$ cat config.mk
export PLATFORM = sky130hd
export DESIGN_NAME = channel_fifo
export DESIGN_NICKNAME = d
export VERILOG_FILES = /design/src/rtl/channel_pkg.sv /design/src/rtl/fifo_ram.sv /design/src/rtl/channel_fifo.sv
export SDC_FILE = /design/constraint.sdc
export NUM_CORES = 1
export LEC_CHECK = 0
export BUFFER_PORTS_ARGS = -buffer_cell sky130_fd_sc_hd__buf_4
export CAP_MARGIN = 20
export CELL_PAD_IN_SITES_DETAIL_PLACEMENT = 2
export CELL_PAD_IN_SITES_GLOBAL_PLACEMENT = 2
export CORE_ASPECT_RATIO = 0.7
export CORE_MARGIN = 5
export CORE_UTILIZATION = 40
export CTS_BUF_LIST = sky130_fd_sc_hd__clkbuf_4 sky130_fd_sc_hd__clkbuf_8
export CTS_CLUSTER_DIAMETER = 60
export DETAILED_ROUTE_END_ITERATION = 10
export PLACE_DENSITY = 0.71
export RECOVER_POWER = 50
export SYNTH_ARGS = -nofsm -noshare
export SYNTH_HDL_FRONTEND = slang
export SYNTH_SLANG_ARGS = --single-unit
$ cat constraint.sdc
create_clock -name clk -period 12.1 [get_ports clk]
set_clock_uncertainty 0.05 [all_clocks]
set_input_delay 3.63 -clock clk [delete_from_list [all_inputs] [get_ports clk]]
set_output_delay 3.63 -clock clk [all_outputs]
set_load 0.1 [all_outputs]
$ cat src/rtl/channel_pkg.sv
// Shared constants and helpers for channel-attached stages (FIFOs, reducers).
package channel_pkg;

  localparam int unsigned CH_WIDTH = 32'd32;
  localparam int unsigned CH_DEPTH = 32'd8;

  function automatic int unsigned clog2(input int unsigned value);
    int unsigned r;
    r = 32'd0;
    while ((32'd1 << r) < value) begin
      r = r + 32'd1;
    end
    return r;
  endfunction

endpackage

$ cat src/rtl/fifo_ram.sv
// Register array storage for channel_fifo: synchronous write, asynchronous read.
module fifo_ram
  import channel_pkg::*;
#(
  parameter int unsigned WIDTH = CH_WIDTH,
  parameter int unsigned DEPTH = CH_DEPTH
) (
  input  logic                      clk,
  input  logic                      we,
  input  logic [clog2(DEPTH)-1:0]   waddr,
  input  logic [WIDTH-1:0]          wdata,
  input  logic [clog2(DEPTH)-1:0]   raddr,
  output logic [WIDTH-1:0]          rdata
);

  logic [WIDTH-1:0] mem_r [DEPTH];

  // storage write port; contents are deliberately not reset
  always_ff @(posedge clk) begin
    if (we) begin
      mem_r[waddr] <= wdata;
    end
  end

  assign rdata = mem_r[raddr];

endmodule

$ cat src/rtl/channel_fifo.sv
// Registered circular-buffer channel: pointers, occupancy, flags and the
// registered pop data; storage lives in fifo_ram.
module channel_fifo
  import channel_pkg::*;
#(
  parameter int unsigned WIDTH = CH_WIDTH,
  parameter int unsigned DEPTH = CH_DEPTH
) (
  input  logic                    clk,
  input  logic                    rst,
  input  logic                    clr,
  input  logic [WIDTH-1:0]        in_data,
  input  logic                    write_valid,
  output logic                    write_ready,
  input  logic                    read_valid,
  output logic                    read_ready,
  output logic [WIDTH-1:0]        out_data,
  output logic [clog2(DEPTH):0]   count
);

  localparam int unsigned AW = clog2(DEPTH);
  localparam int unsigned CW = AW + 32'd1;
  localparam logic [AW-1:0] PTR_ONE = AW'(1);
  localparam logic [CW-1:0] CNT_ONE = CW'(1);
  localparam logic [CW-1:0] CNT_FULL = CW'(DEPTH);

  logic [AW-1:0]    wp_r;
  logic [AW-1:0]    rp_r;
  logic [CW-1:0]    count_r;
  logic [WIDTH-1:0] out_data_r;
  logic [CW-1:0]    count_next_s;
  logic [WIDTH-1:0] rdata_s;
  logic             push_s;
  logic             pop_s;
  logic             flush_s;

  // Flags come only from registered occupancy, so full+push and empty+pop
  // collisions resolve against start-of-cycle state.
  assign write_ready = (count_r != CNT_FULL);
  assign read_ready  = (count_r != {CW{1'b0}});
  assign flush_s     = rst | clr;
  assign push_s      = write_valid & write_ready & ~flush_s;
  assign pop_s       = read_valid & read_ready & ~flush_s;

  fifo_ram #(
    .WIDTH (WIDTH),
    .DEPTH (DEPTH)
  ) u_ram (
    .clk   (clk),
    .we    (push_s),
    .waddr (wp_r),
    .wdata (in_data),
    .raddr (rp_r),
    .rdata (rdata_s)
  );

  // next occupancy from the accepted push/pop pair
  always_comb begin
    count_next_s = count_r;
    case ({push_s, pop_s})
      2'b10:   count_next_s = count_r + CNT_ONE;
      2'b01:   count_next_s = count_r - CNT_ONE;
      default: count_next_s = count_r;
    endcase
  end

  // pointer, occupancy and pop-data registers
  always_ff @(posedge clk) begin
    if (flush_s) begin
      wp_r       <= {AW{1'b0}};
      rp_r       <= {AW{1'b0}};
      count_r    <= {CW{1'b0}};
      out_data_r <= {WIDTH{1'b0}};
    end else begin
      count_r <= count_next_s;
      if (push_s) begin
        wp_r <= wp_r + PTR_ONE;
      end
      if (pop_s) begin
        rp_r       <= rp_r + PTR_ONE;
        out_data_r <= rdata_s;
      end
    end
  end

  assign out_data = out_data_r;
  assign count    = count_r;

endmodule

==> impl_metrics.tcl <==
set metrics [dict create \
    row_count 51 \
    syn-instance-count 552 \
    synth_area_um2 11100 \
    finalSetupTns_ns 0 \
    drtAntennaViolNets 0 \
    hold_class "register to register" \
    reg2reg_to "count[3]$_SDFFE_PP0P_" \
    drtIter0Drc 334 \
    hold_viol 0 \
    endpoint_kind "register" \
    core_um2 27600 \
    clock_latency_ns 0.56 \
    startpoint_type "primary input" \
    clk_pin_slew_worst_paths_ns 0.06 \
    avgSynthCellArea_um2 20.1 \
    synth_top_family_by_area "multiplexers" \
    synth-adder-area-share_pct 0.743 \
    root_buffer "clkbuf_8" \
    violations "max-capacitance violations, max-slew violations" \
    port_buffers 74 \
    hpwl_mm 16.1 \
    maxCapViolCount 2 \
    initial_core_util_pct 40.2 \
    place_congestion 0.713 \
    critPathKind "primary input to register" \
    clkPwrFrac_pct 43.0 \
    rsz0062_at_grt "no" \
    power_switching_mw 0.430 \
    place_area_um2 12000 \
    crit_start "clr" \
    firstDrtPassIters 5 \
    synthXorXnorAreaFrac_pct 0.473 \
    finalSetupViolations 0 \
    grt_max_degree 67 \
    hold_slack_ns 0.478 \
    drt_wl_total_mm 27.7 \
    cts_max_level 2 \
    max_freq_mhz 141 \
    wire_per_inst_um 26.0 \
    switching_share_pct 21.0 \
    cp_max_fo 36 \
    worst_pin_slew_ns 2.18 \
    required_ns 12.31 \
    finalPower_mw 2.05 \
    num_antenna_cells 0 \
    reg2reg_from "count[0]$_SDFFE_PP0P_" \
    slew-limit-headroom_pct -45.4 \
    drc 0 \
    layout_commonest_cell "edfxtp_1" \
    slew_violations 76 \
    power.leakage_nw 4.03 \
    r2r_cells 8 \
    syn_to_final_growth_pct 15.4 \
    synth_fp_nets 595 \
    die_h_um 149 \
    synth_edf_count 256 \
    grt.overflow.total 0 \
    final.period_utilization_pct 58.4 \
    cts_resized 0 \
    netlist-cell-type-count 34 \
    power_frac_seq_pct 54.8 \
    post-place-ws_ns 5.79 \
    async_flop_share_pct 0 \
    post-cts-setup-buffers 0 \
    cts_tree "done" \
    drive_gt1_share_pct 26.1 \
    comb_power_share_pct 2.2 \
    grt_usage_pct 18.0 \
    synth_compound_area_share_pct 3.70 \
    vias 5705 \
    ys.flop_type "edfxtp_1" \
    ioPinCount 75 \
    layout_common_cells "edfxtp_1 (256), clkbuf_1 (66), mux4_2 (64)" \
    fp.dieArea_um2 31300 \
    clockBufferDepth 3 \
    fin_ws_ns 5.03 \
    cts.sinks 298 \
    ir_drop_v 0.0000926 \
    synthSimpleGateAreaFrac_pct 3.02 \
    nets 700 \
    n_fill_cell 2557 \
    die_w_um 209 \
    synth_seq_cells 298 \
    grt_pass1_vias 6615 \
    synth_seq_area_share_pct 76.7 \
    status "finished with violations" \
    antenna_found_initial 0 \
    crit_end "u_ram.mem_r[6][22]$_DFFE_PP_" \
    r2r_setup_slack_ns 8.27 \
    powerDensity_nw_per_um2 160 \
    worstPathArrival_ns 7.27 \
    stdcell_area_um2 12800 \
    p_int_mw 1.62 \
    numCtsBuffers 47 \
    synthMuxAreaShare_pct 13.1 \
    finalCriticalPeriod_ns 7.07 \
    grt_pass1_wl_mm 42.2 \
    yosys_warnings 0 \
    vias_per_cell 5.36 \
    cts-hold-fix-buffers 0 \
]
[how the worst min path moves through the flow]
stage / to / cells after the start / slack (ns) / startpoint
after CTS: out_data[9]$_SDFFE_PP0P_ / 2 / 0.49 / out_data[9]$_SDFFE_PP0P_
after global routing: out_data[9]$_SDFFE_PP0P_ / 2 / 0.51 / out_data[9]$_SDFFE_PP0P_
final: out_data[9]$_SDFFE_PP0P_ / 2 / 0.48 / out_data[9]$_SDFFE_PP0P_
after global placement: out_data[11]$_SDFFE_PP0P_ / 2 / 0.45 / out_data[11]$_SDFFE_PP0P_
after detailed placement: out_data[9]$_SDFFE_PP0P_ / 2 / 0.47 / out_data[9]$_SDFFE_PP0P_
after floorplan: wp_r[1]$_SDFFE_PP0P_ / 2 / 0.45 / wp_r[1]$_SDFFE_PP0P_
[power by group through the flow]
stage               clock network (mW)  logic, mW  registers (mW)
floorplan                            0     0.0151            1.15
global placement                     0     0.0472            1.14
detailed placement                   0     0.0516            1.14
CTS                              0.909     0.0516            1.12
global route                     0.966     0.0490            1.12
finish                           0.881     0.0452            1.12
[Yosys cell counts (all sizes together), types with 4 or more instances]
cell type / count / share of area (%)
a21oi: 4 / 0.18
buf: 21 / 1.9
clkbuf: 9 / 0.30
dfxtp: 42 / 7.6
edfxtp: 256 / 69
ha: 5 / 0.56
mux4: 64 / 13
nand2: 6 / 0.37
nand3: 4 / 0.18
nor2: 50 / 1.7
o21ai: 33 / 1.5
o22ai: 32 / 1.8
xor2: 5 / 0.39
[worst max-delay path: stages]
cell	delay (ns)
buf_4	0.11
nor2_2	0.09
clkbuf_1	1.56
nand4_1	0.82
nor2_4	0.80
buf_16	0.24
[state kept, by name, indices dropped and copies added (netlist names)]
| signal | count |
|---|---|
| rp_r | 3 |
| u_ram.mem_r | 256 |
| count | 4 |
| out_data | 32 |
| wp_r | 3 |
[cell type report]
class / count / area (um2) / area share (%)
Multi-Input combinational cell: 221 / 2390 / 18.6
Clock inverter: 15 / 98.8 / 0.770
Timing Repair Buffer: 86 / 450 / 3.51
Tap cell: 371 / 464 / 3.62
Clock buffer: 71 / 883 / 6.88
Sequential cell: 298 / 8530 / 66.5
Inverter: 3 / 11.3 / 0.0878
[metrics by stage]
| stage | cells | utilization, % |
|---|---|---|
| global placement | 976 | 43.5 |
| CTS | 1062 | 47.1 |
| global route | 1065 | 46.4 |
| finish | 1065 | 46.4 |
| floorplan | 552 | - |
| detailed placement | 976 | 43.5 |
[logic make-up (layout without fill, tap and decap cells)]
| family | after synthesis | after routing |
|---|---|---|
| AO/OA/AOI/OAI | 72 | 72 |
| multiplexers | 65 | 65 |
| AND/OR/NAND/NOR | 72 | 72 |
| buffers and inverters | 33 | 175 |
| flip-flops | 298 | 298 |
| XOR/XNOR | 6 | 6 |
| adder cells (fa/ha/maj) | 6 | 6 |
[per-layer routing]
| metal | vias to the layer above | global-route usage, % | routed length, um |
|---|---|---|---|
| met5 | - | 0 | 0 |
| met4 | 0 | 4.76 | 535 |
| met3 | 49 | 3.56 | 1120 |
| met2 | 132 | 30.2 | 13700 |
| met1 | 3067 | 24.5 | 12300 |
| li1 | 2457 | - | - |
Note: power is estimated with default switching activity, not from simulation.
